`config.mk`:
```
export PLATFORM = sky130hd
export DESIGN_NAME = timer_unit
export DESIGN_NICKNAME = d
export VERILOG_FILES = /design/src/rtl/timer_unit.sv
export SDC_FILE = /design/constraint.sdc
export NUM_CORES = 1
export LEC_CHECK = 0
export ABC_AREA = 1
export BUFFER_PORTS_ARGS = -buffer_cell sky130_fd_sc_hd__buf_2
export CAP_MARGIN = 10
export CELL_PAD_IN_SITES_DETAIL_PLACEMENT = 1
export CELL_PAD_IN_SITES_GLOBAL_PLACEMENT = 2
export CORE_MARGIN = 5
export CORE_UTILIZATION = 24
export CTS_CLUSTER_SIZE = 30
export DETAILED_ROUTE_END_ITERATION = 7
export HOLD_SLACK_MARGIN = 0.06
export PLACE_DENSITY_LB_ADDON = 0.08
export SLEW_MARGIN = 40
export SYNTH_ARGS = -nofsm -noshare
export SYNTH_HDL_FRONTEND = slang
export SYNTH_SLANG_ARGS = --single-unit
export TNS_END_PERCENT = 10
```
`constraint.sdc`:
```
create_clock -name clk -period 1.7 [get_ports clk]
set_input_delay 0.34 -clock clk [delete_from_list [all_inputs] [get_ports clk]]
set_output_delay 0.34 -clock clk [all_outputs]
set_load 0.01 [all_outputs]
```
`src/rtl/timer_unit.sv`:
```
// timer_unit: prescaler-ticked up-counter with compare, overflow, one-shot/auto-reload and sticky IRQ flags.
// Optional input capture is compiled in when TIMER_CAPTURE_EN is defined.
module timer_unit #(
    parameter int WIDTH = 16
) (
    input  logic             clk,
    input  logic             rst,
    input  logic             presc_clk,
    input  logic             presc_bypass,
    input  logic             tmr_en,
    input  logic             auto_reload,
    input  logic [WIDTH-1:0] load_val,
    input  logic [WIDTH-1:0] cmp_val,
    input  logic             load_strb,
    input  logic             flag_clr,
`ifdef TIMER_CAPTURE_EN
    input  logic             cap_in,
    output logic [WIDTH-1:0] cap_val,
    output logic             cap_flag,
`endif
    output logic [WIDTH-1:0] count,
    output logic             match_flag,
    output logic             ovf_flag,
    output logic             irq,
    output logic             running
);
    typedef enum logic [1:0] {IDLE, RUN, DONE} state_e;

    state_e           state_q, state_d;
    logic [2:0]       sync_q, sync_d;
    logic [WIDTH-1:0] count_q, count_d, count_inc;
    logic             match_q, match_d, ovf_q, ovf_d;
    logic             tick, step, wrap, match_set;

    // sync_q = {sd, s2, s1}; a rising edge of s2 becomes a one-clk tick
    always_comb begin
        sync_d    = {sync_q[1:0], presc_clk};
        tick      = presc_bypass | (sync_q[1] & ~sync_q[2]);
        step      = (state_q == RUN) & tick & ~load_strb;
        wrap      = step & (&count_q);
        count_inc = count_q + WIDTH'(1);
        match_set = step & ~wrap & (count_inc == cmp_val);
        count_d   = (load_strb | wrap) ? load_val : step ? count_inc : count_q;
        match_d   = match_set | (match_q & ~flag_clr);
        ovf_d     = wrap | (ovf_q & ~flag_clr);
    end

    always_comb begin
        state_d = IDLE;
        case (state_q)
            IDLE:    state_d = tmr_en ? RUN : IDLE;
            RUN:     state_d = !tmr_en ? IDLE : (wrap && !auto_reload) ? DONE : RUN;
            DONE:    state_d = tmr_en ? DONE : IDLE;
            default: state_d = IDLE;
        endcase
    end

    always_ff @(posedge clk) begin
        if (!rst) begin
            state_q <= IDLE;
            sync_q  <= '0;
            count_q <= '0;
            match_q <= 1'b0;
            ovf_q   <= 1'b0;
        end else begin
            state_q <= state_d;
            sync_q  <= sync_d;
            count_q <= count_d;
            match_q <= match_d;
            ovf_q   <= ovf_d;
        end
    end

`ifdef TIMER_CAPTURE_EN
    logic [2:0]       cap_sync_q, cap_sync_d;
    logic [WIDTH-1:0] cap_val_q, cap_val_d;
    logic             cap_flag_q, cap_flag_d, cap_rise;

    // two-stage synchroniser plus one history bit for edge detection
    always_comb begin
        cap_sync_d = {cap_sync_q[1:0], cap_in};
        cap_rise   = cap_sync_q[1] & ~cap_sync_q[2];
        cap_val_d  = cap_rise ? count_q : cap_val_q;
        cap_flag_d = cap_rise | (cap_flag_q & ~flag_clr);
    end

    always_ff @(posedge clk) begin
        if (!rst) begin
            cap_sync_q <= '0;
            cap_val_q  <= '0;
            cap_flag_q <= 1'b0;
        end else begin
            cap_sync_q <= cap_sync_d;
            cap_val_q  <= cap_val_d;
            cap_flag_q <= cap_flag_d;
        end
    end

    always_comb begin
        cap_val  = cap_val_q;
        cap_flag = cap_flag_q;
        irq      = match_q | ovf_q | cap_flag_q;
    end
`else
    always_comb irq = match_q | ovf_q;
`endif

    always_comb begin
        count      = count_q;
        match_flag = match_q;
        ovf_flag   = ovf_q;
        running    = (state_q == RUN);
    end
endmodule

```
==> results of run 1 <==
[placed cells by master (no fill, tap or decap), types with 8 or more instances in the layout]
master     n
nand2_2   13
dfxtp_1   17
buf_2     59
inv_1     57
o21ai_2   10
nor2_4     8
nand2_1   92
buf_4     37
o211ai_2   8
nand3_1   32
nor2_2     9
nand4_1    8
nor2_1    11
[critical path, stage by stage, from the launching register on]
cell and delay (ns):
dfxtp_4 0.39, ha_4 0.16, nand2_4 0.06, nor2_4 0.14, nand2_2 0.09, nand2_2 0.10
nand2_2 0.06, nand2_1 0.05, nand2_1 0.04, inv_1 0.05, nand4_1 0.15, nor2_4 0.18
nand2_2 0.07, a21oi_2 0.10
[state kept, by name, summed over array words and instances, names as in the netlist]
signal      flops
ovf_flag        1
count          16
sync_q          3
match_flag      1
state_q         2
[per-stage QoR]
step	instance area (um^2)	power, mW	std cells
5_1_grt	2950	1.69	527
3_3_place_gp	2660	1.14	515
2_1_floorplan	2030	0.909	324
4_1_cts	2820	1.56	522
6_report	2950	1.57	527
3_5_place_dp	2660	1.14	515
[power by group through the flow]
stage / Combinational, mW / Sequential, mW / Clock, mW
after global placement: 0.512 / 0.627 / 0
after detailed placement: 0.515 / 0.626 / 0
after global routing: 0.628 / 0.627 / 0.430
after CTS: 0.537 / 0.619 / 0.403
final: 0.562 / 0.621 / 0.384
after floorplan: 0.266 / 0.643 / 0
[what timing repair did]
item                       in CTS  in global routing
gates resized for setup        26                 22
setup endpoints to repair      11                 19
setup buffers                   3                  4
gates cloned                    0                  1
hold buffers                    0                  0
pin swaps                      10                 16
[kinds of logic (layout without fill, tap and decap cells)]
logic type               after synthesis  after routing  synth area share [%]
AO/OA/AOI/OAI                         40             40                  16.0
buffers and inverters                 67            165                  14.7
adder cells (fa/ha/maj)                1              1                 0.618
AND/OR/NAND/NOR                      189            189                  43.5
XOR/XNOR                               4              4                  2.41
flip-flops                            23             23                  22.8
[area by class of cell]
| class | count | area (um^2) |
|---|---|---|
| well taps | 105 | 131 |
| flip-flops and latches | 23 | 475 |
| multi-input cells | 234 | 1400 |
| repair buffers | 102 | 681 |
| inverters | 59 | 221 |
| clock buffers | 4 | 45.0 |
| fillers | 1097 | 5260 |
[how the worst min path moves through the flow]
stage	from	end	cells past startpoint
after floorplan	sync_q[0]	sync_q[1]	2
after global placement	sync_q[0]	sync_q[1]	2
after detailed placement	sync_q[0]	sync_q[1]	2
after CTS	presc_clk	sync_q[0]	3
after global routing	presc_clk	sync_q[0]	3
final	presc_clk	sync_q[0]	3
[layer usage]
layer / part of all wire, % / global-route usage (%) / vias to the layer above
met5: 0 / 0 / -
met4: 0.48 / 2.72 / 0
met3: 3.9 / 1.91 / 2
met2: 47 / 25.6 / 42
met1: 49 / 20.4 / 1098
li1: - / - / 1227
==> impl_metrics.env, run 1 <==
export IMPL_ir_drop_mv=0.268
export IMPL_grt_usage_pct=14.9
export IMPL_slew_headroom_pct=66.5
export IMPL_setup_viol=0
export IMPL_synth_seq_cells=23
export IMPL_clock_latency_ns=0.28
export IMPL_cts_buffer_depth=2
export IMPL_cts_made_buffers=3
export IMPL_min_period_over_period_pct=99.1
export IMPL_drc_errors=0
export IMPL_worstReg2RegStart="count[0]"
export IMPL_first_iter_violations=40
export IMPL_yosys_area_top_type="dfxtp_1"
export IMPL_regToRegSetupSlack_ns=0.01
export IMPL_cp_required_ns=1.92
export IMPL_dr_pass1_iters=4
export IMPL_dp_hpwl_mm=6.14
export IMPL_core_area_um2=8220
export IMPL_rows=33
export IMPL_ys_warn_count=0
export IMPL_synth_area_leaders="dfxtp_1 (23%), nand2_1 (19%), inv_1 (11%), nand3_1 (9.2%), o211ai_2 (4.9%)"
export IMPL_cap_viol_max_count=0
export IMPL_tns_ns=0
export IMPL_period_needed_ns=1.69
export IMPL_drive_gt1_share_pct=42.4
export IMPL_hp_class="input port to flip-flop"
export IMPL_area_delta_synth_final_pct=45.9
export IMPL_slew_violations=0
export IMPL_crit_path_start_kind="flip-flop"
export IMPL_p_switching_uw=563
export IMPL_routed_wl_mm=7.74
export IMPL_ys_seq_area_share_pct=22.8
export IMPL_cp_startpoint="count[0]"
export IMPL_num_vias=2369
export IMPL_final_core_util_pct=35.9
export IMPL_netlist_area_um2=2020
export IMPL_seqPwrFrac_pct=39.7
export IMPL_rsz0062_at_grt="true"
export IMPL_cts_tree="yes"
export IMPL_worstPathArrival_ns=1.91
export IMPL_cts_sinks=23
export IMPL_drtAntennaViolNets=0
export IMPL_initial_core_util_pct=24.6
export IMPL_wl_per_cell_um=14.7
export IMPL_cp_endpoint="match_flag"
export IMPL_grt_max_degree=21
export IMPL_synth_cell_type_count=34
export IMPL_via_per_inst=4.50
export IMPL_num_io_pins=60
export IMPL_pwr_share_comb_pct=35.8
export IMPL_path_clk_slew_ns=0.10
export IMPL_die_h_um=102
export IMPL_power_density_nw_per_um2=531
export IMPL_synthArstFlopShare_pct=0
export IMPL_cts_max_level=1
export IMPL_final_nets=464
export IMPL_power_frac_clock_pct=24.5
export IMPL_path_class="flip-flop to flip-flop"
export IMPL_fp_dieW_um=102
export IMPL_finalHoldViolations=0
export IMPL_dp_slack_ns=-0.235
export IMPL_r2r_cells=13
export IMPL_syn_mean_instance_area_um2=6.24
export IMPL_routabilityCongestion=0.821
export IMPL_cp_max_fo=5
export IMPL_timing_fmax_mhz=593
export IMPL_holdWs_ns=0.236
export IMPL_syn_nets=365
export IMPL_fin_skew_ns=0.00241
export IMPL_antenna_found_initial=0
export IMPL_yosys_area_top_type_share_pct=22.8
export IMPL_r2r_end="match_flag"
export IMPL_setup_slack_ns=0.0148
export IMPL_grt_pass1_vias=2397
export IMPL_numPortBuffers=59
export IMPL_yosysMostFrequentCell="nand2_1"
export IMPL_intPower_mw=1.00
export IMPL_p_leak_nw=1.58
export IMPL_grt_pass1_wl_mm=12.0
export IMPL_cts_root_buf="clkbuf_8"
export IMPL_fp_dieArea_um2=10400
export IMPL_status="complete, no violations"
export IMPL_synth_edf_count=0
export IMPL_synth_top_cells_by_count="nand2_1 (103), inv_1 (57), nand3_1 (37)"
export IMPL_synthCells=324
export IMPL_diodes=0
export IMPL_tightest_slew_ns=0.502
export IMPL_overflow=0
export IMPL_synth_main_ff_cell="dfxtp_1"
export IMPL_p_sw_share_pct=35.9
export IMPL_cp_end_kind="flip-flop"
Note: power is estimated with default switching activity, not from simulation.
==> run 2, diff against run 1 <==
--- a/config.mk
+++ b/config.mk
@@ -15,6 +15,7 @@
 export CTS_CLUSTER_SIZE = 30
 export DETAILED_ROUTE_END_ITERATION = 7
 export HOLD_SLACK_MARGIN = 0.06
+export MAX_ROUTING_LAYER = met4
 export PLACE_DENSITY_LB_ADDON = 0.08
 export SLEW_MARGIN = 40
 export SYNTH_ARGS = -nofsm -noshare
==> run 2 against run 1 <==
Net effect:
- wire length fell by 0.18%
- final cell count did not move
- first-iteration DRC count rose by 5.0%
- critical path depth did not move
- clock skew barely moved
- worst setup slack improved by 0.00061 ns
- die area did not move
- hold slack barely moved
- total power barely moved
- combinational power barely moved
- critical path type unchanged
- critical endpoint unchanged
- largest cell class unchanged
- largest power group unchanged
==> impl_metrics.env, run 2 (same netlist as run 1, synthesis figures left out) <==
export IMPL_fin_skew_ns=0.00284
export IMPL_hp_class="input port to flip-flop"
export IMPL_cp_required_ns=1.92
export IMPL_grt_use_met1_pct=20.5
export IMPL_cp_buffers_inverters=1
export IMPL_final_nets=464
export IMPL_via_per_inst=4.49
export IMPL_power_frac_clock_pct=24.5
export IMPL_pwr_share_comb_pct=35.8
export IMPL_cpLargestDelayFamily="simple AND/OR/NAND/NOR gates"
export IMPL_setup_slack_ns=0.0154
export IMPL_dp_slack_ns=-0.235
export IMPL_fp_dieW_um=102
export IMPL_seqPwrFrac_pct=39.7
export IMPL_grt_pass1_wl_mm=12.0
export IMPL_worst_path_max_delay_cell="dfxtp_4"
export IMPL_met2_usage_pct=25.6
export IMPL_routabilityCongestion=0.833
export IMPL_cts_tree="yes"
export IMPL_final_cell_mix="nand2_1 (92), buf_2 (59), inv_1 (57), buf_4 (37), nand3_1 (32)"
export IMPL_clock_latency_ns=0.28
export IMPL_ir_drop_mv=0.269
export IMPL_setup_viol=0
export IMPL_worst_hold_startpoint="presc_clk"
export IMPL_drtAntennaViolNets=0
export IMPL_fill_cells=1097
export IMPL_cts_max_level=1
export IMPL_dp_hpwl_mm=6.14
export IMPL_postCtsHoldBufs=0
export IMPL_initial_core_util_pct=24.6
export IMPL_max_stage_delay_ns=0.39
export IMPL_p_leak_nw=1.58
export IMPL_ff_latch_area_um2=475
export IMPL_period_needed_ns=1.68
export IMPL_core_area_um2=8220
export IMPL_num_vias=2368
export IMPL_rsz0062_at_grt="true"
export IMPL_slew_violations=0
export IMPL_worstPathArrival_ns=1.91
export IMPL_crit_path_start_kind="flip-flop"
export IMPL_routed_wl_mm=7.72
export IMPL_fp_dieArea_um2=10400
export IMPL_cts_root_buf="clkbuf_8"
export IMPL_cp_startpoint="count[0]"
export IMPL_worstReg2RegStart="count[0]"
export IMPL_num_io_pins=60
export IMPL_cts_made_buffers=3
export IMPL_antenna_found_initial=0
export IMPL_grt_busiest_layer="met2"
export IMPL_cap_viol_max_count=0
export IMPL_wl_per_cell_um=14.7
export IMPL_die_h_um=102
export IMPL_cts_buffer_depth=2
export IMPL_multi_input_area_um2=1400
export IMPL_p_switching_uw=563
export IMPL_grt_max_degree=21
export IMPL_tightest_slew_ns=0.484
export IMPL_numPortBuffers=59
export IMPL_area_delta_synth_final_pct=45.9
export IMPL_slew_headroom_pct=67.8
export IMPL_path_common_cell="nand2_2"
export IMPL_path_class="flip-flop to flip-flop"
export IMPL_cts_sinks=23
export IMPL_power_density_nw_per_um2=531
export IMPL_grt_usage_pct=15.4
export IMPL_tns_ns=0
export IMPL_layout_commonest_cell="nand2_1"
export IMPL_rows=33
export IMPL_grt_pass1_vias=2399
export IMPL_grtUsageMet3_pct=1.77
export IMPL_dr_pass1_iters=4
export IMPL_first_iter_violations=42
export IMPL_path_cells="ha_4 > nand2_4 > nor2_4 > nand2_2 > nand2_2 > nand2_2 > nand2_1 > nand2_1 > inv_1 > nand4_1 > nor2_4 > nand2_2 > a21oi_2"
export IMPL_drive_gt1_share_pct=42.4
export IMPL_path_clk_slew_ns=0.10
export IMPL_drc_errors=0
export IMPL_intPower_mw=1.00
export IMPL_min_period_over_period_pct=99.1
export IMPL_cp_end_kind="flip-flop"
export IMPL_diodes=0
export IMPL_finalHoldViolations=0
export IMPL_largest_reg_flops=16
export IMPL_cp_max_fo=5
export IMPL_timing_fmax_mhz=594
export IMPL_p_sw_share_pct=35.9
export IMPL_status="complete, no violations"
export IMPL_overflow=0
[run 2: cell counts in the layout (fill, tap and decap cells not counted)]
Identical to the previous run, type by type.
[run 2: worst reg2reg max path, delay by kind of cell (launching register included)]
family | cells | cell delay (ns)
DFF | 1 | 0.39
adders and majority gates | 1 | 0.16
and+or+nand+nor | 10 | 0.95
buffers and inverters | 1 | 0.05
AOI/OAI and AO/OA | 1 | 0.10
[run 2: final cells by class]
type	instances	area share, %
Tap cell	105	4.45
Inverter	59	7.50
Sequential cell	23	16.1
Timing Repair Buffer	102	23.1
Multi-Input combinational cell	234	47.4
Clock buffer	4	1.53
[run 2: timing repair]
item	4_1_cts	5_1_grt
endpoints found under the hold margin	0	0
gates cloned	0	1
resized for setup	26	22
endpoints found under the setup margin	11	19
pin swaps	10	16
buffers inserted	3	4
[run 2: power by group through the flow]
stage | Combinational (mW) | Clock [mW] | Sequential, mW
5_1_grt | 0.627 | 0.430 | 0.627
2_1_floorplan | 0.266 | 0 | 0.643
4_1_cts | 0.537 | 0.403 | 0.619
6_report | 0.561 | 0.384 | 0.621
3_5_place_dp | 0.515 | 0 | 0.626
3_3_place_gp | 0.512 | 0 | 0.627
[run 2: path summary, 6_finish.rpt]
| check | to | slack, ns | depth (start not counted) |
|---|---|---|---|
| worst max-delay path | match_flag | 0.02 | 13 |
| worst max register to register | match_flag | 0.02 | 13 |
| worst min register to register | sync_q[1] | 0.42 | 2 |
| worst min-delay path | sync_q[0] | 0.24 | 3 |
[run 2: routing by layer]
layer / vias up / wire (um)
li1: 1227 / -
met1: 1097 / 3760
met2: 42 / 3640
met3: 2 / 287
met4: 0 / 36
met5: - / 0
[run 2: stage by stage]
stage	util, %	total power, mW	std cells	hold WS, ns	instance area [um^2]
5_1_grt	35.9	1.68	527	0.237	2950
3_5_place_dp	32.4	1.14	515	0.406	2660
3_3_place_gp	32.4	1.14	515	0.394	2660
6_report	35.9	1.57	527	0.236	2950
2_1_floorplan	-	0.909	324	0.390	2030
4_1_cts	34.3	1.56	522	0.232	2820
==> run 3, diff against run 2 <==
--- a/config.mk
+++ b/config.mk
@@ -11,9 +11,11 @@
 export CELL_PAD_IN_SITES_DETAIL_PLACEMENT = 1
 export CELL_PAD_IN_SITES_GLOBAL_PLACEMENT = 2
 export CORE_MARGIN = 5
-export CORE_UTILIZATION = 24
+export CORE_UTILIZATION = 25
+export CTS_BUF_LIST = sky130_fd_sc_hd__clkbuf_4
 export CTS_CLUSTER_SIZE = 30
 export DETAILED_ROUTE_END_ITERATION = 7
+export GPL_ROUTABILITY_DRIVEN = 0
 export HOLD_SLACK_MARGIN = 0.06
 export MAX_ROUTING_LAYER = met4
 export PLACE_DENSITY_LB_ADDON = 0.08
==> run 3 against run 2 <==
Net effect:
- clock power fell by 17%
- register-to-register slack better by 0.03 ns
- wire length down 2.6%
- largest power group unchanged
- die area decreased by 3.6%
- sequential power is essentially flat
- highest routed layer unchanged
- flip-flop and latch count unchanged
- via count is 0.76% lower
- hold slack lost 0.058 ns
- critical path depth did not move
- sequential share of layout area up 0.56 points
- final area is 2.9% lower
- global-route usage rose by 0.24 points
==> impl_metrics.env, run 3 (same netlist as run 1, synthesis figures left out) <==
export IMPL_hold_depth=3
export IMPL_finalInstanceArea_um2=2870
export IMPL_fin_skew_ns=0.00736
export IMPL_final_core_util_pct=36.7
export IMPL_drtAntennaViolNets=0
export IMPL_holdWs_ns=0.178
export IMPL_layout_commonest_cell="nand2_1"
export IMPL_ir_drop_mv=0.258
export IMPL_setup_viol=0
export IMPL_drive_gt1_share_pct=40.1
export IMPL_postPlaceCellArea_um2=2670
export IMPL_path_clk_slew_ns=0.16
export IMPL_cp_required_ns=1.99
export IMPL_final_cell_mix="nand2_1 (98), buf_2 (59), inv_1 (57), buf_4 (38), nand3_1 (35)"
export IMPL_slew_violations=0
export IMPL_diodes=0
export IMPL_top_layer="met4"
export IMPL_antenna_found_initial=0
export IMPL_cts_buffer_depth=2
export IMPL_slew_headroom_pct=81.6
export IMPL_final_nets=463
export IMPL_area_delta_synth_final_pct=41.7
export IMPL_rows=32
export IMPL_power_density_nw_per_um2=521
export IMPL_dp_hpwl_mm=6.29
export IMPL_postCtsHoldBufs=0
export IMPL_cp_max_fo=3
export IMPL_initial_core_util_pct=25.9
export IMPL_fp_dieW_um=100
export IMPL_drc_errors=0
export IMPL_num_vias=2350
export IMPL_met3WireLength_um=278
export IMPL_clock_latency_ns=0.33
export IMPL_grt_pass1_vias=2382
export IMPL_crit_path_start_kind="flip-flop"
export IMPL_power_mw=1.49
export IMPL_finalHoldViolations=0
export IMPL_min_period_over_period_pct=97.3
export IMPL_period_needed_ns=1.65
export IMPL_m1WireLength_mm=3.77
export IMPL_cts_root_buf="clkbuf_4"
export IMPL_via_per_inst=4.49
export IMPL_routed_wl_mm=7.52
export IMPL_cts_sinks=23
export IMPL_tightest_slew_ns=0.274
export IMPL_grt_pass1_wl_mm=12.1
export IMPL_num_io_pins=60
export IMPL_largest_reg_flops=16
export IMPL_path_class="flip-flop to flip-flop"
export IMPL_rsz0062_at_grt="true"
export IMPL_overflow=0
export IMPL_hp_class="input port to flip-flop"
export IMPL_cp_end_kind="flip-flop"
export IMPL_tns_ns=0
export IMPL_core_area_um2=7810
export IMPL_die_h_um=100
export IMPL_numPortBuffers=59
export IMPL_grt_usage_pct=15.6
export IMPL_cap_viol_max_count=0
export IMPL_p_leak_nw=1.54
export IMPL_cts_max_level=1
export IMPL_dr_pass1_iters=4
export IMPL_wl_per_cell_um=14.4
export IMPL_fp_dieArea_um2=9990
export IMPL_timing_fmax_mhz=605
export IMPL_first_iter_violations=104
export IMPL_r2r_cells=13
export IMPL_cts_made_buffers=3
export IMPL_cts_tree="yes"
export IMPL_worstPathArrival_ns=1.94
export IMPL_grt_max_degree=18
export IMPL_dr_wl_met2_mm=3.42
export IMPL_status="complete, no violations"
## run 3: cell count changes in the layout (fill, tap and decap cells not counted), moves of 2 or more
cell      before  now
o21ai_1        3    1
clkbuf_4       0    4
nor2_1        11   13
nand3_1       32   35
nand2_4        3    1
clkbuf_8       3    0
nand2_2       13    9
nand3_2        5    2
nor2_2         9    7
dfxtp_2        3    5
nand2_1       92   98
dfxtp_1       17   15
o21ai_0        6    8
## run 3: path summary, 6_finish.rpt
| check | from | endpoint | slack, ns |
|---|---|---|---|
| max | count[0] | match_flag | 0.05 |
| min | presc_clk | sync_q[0] | 0.18 |
| max reg2reg | count[0] | match_flag | 0.05 |
| min reg2reg | sync_q[0] | sync_q[1] | 0.43 |
## run 3: final cells by class
class                           count  area (um^2)
Tap cell                          102          128
Inverter                           59          221
Sequential cell                    23          478
Timing Repair Buffer              101          652
Multi-Input combinational cell    234         1360
Clock buffer                        4         30.0
Fill cell                        1060         4940
## run 3: critical path, stage by stage, from the launching register on
cell	delay, ns
dfxtp_4	0.39
ha_4	0.17
nand2_2	0.10
nor2_4	0.05
buf_4	0.14
nand2_2	0.06
nand2_2	0.06
nand2_1	0.06
nand3_1	0.09
nor2_1	0.13
nand3_1	0.09
nor2_1	0.09
nand2_1	0.07
a21oi_2	0.10
## run 3: timing repair
| item | 4_1_cts | 5_1_grt |
|---|---|---|
| pin swaps | 2 | 12 |
| hold endpoints to repair | 0 | 0 |
| resized for setup | 10 | 24 |
| cloned | 0 | 0 |
| setup endpoints to repair | 13 | 19 |
| setup buffers | 3 | 4 |
## run 3: where the power goes
part           internal [mW]  switching, mW  total (mW)
Sequential             0.577         0.0424       0.620
Clock                  0.108          0.209       0.317
Combinational          0.257          0.300       0.557
Total                  0.942          0.552        1.49
## run 3: through the flow
stage,cells,setup WS (ns)
2_1_floorplan,324,0.0115
3_3_place_gp,512,-0.149
3_5_place_dp,512,-0.193
4_1_cts,519,-0.0319
5_1_grt,523,-0.111
6_report,523,0.0458
## run 3: routing by layer
layer / track usage, % / vias to the layer above
met1: 21.7 / 1088
li1: - / 1218
met2: 25.0 / 40
met5: - / -
met3: 1.88 / 4
met4: 2.21 / 0
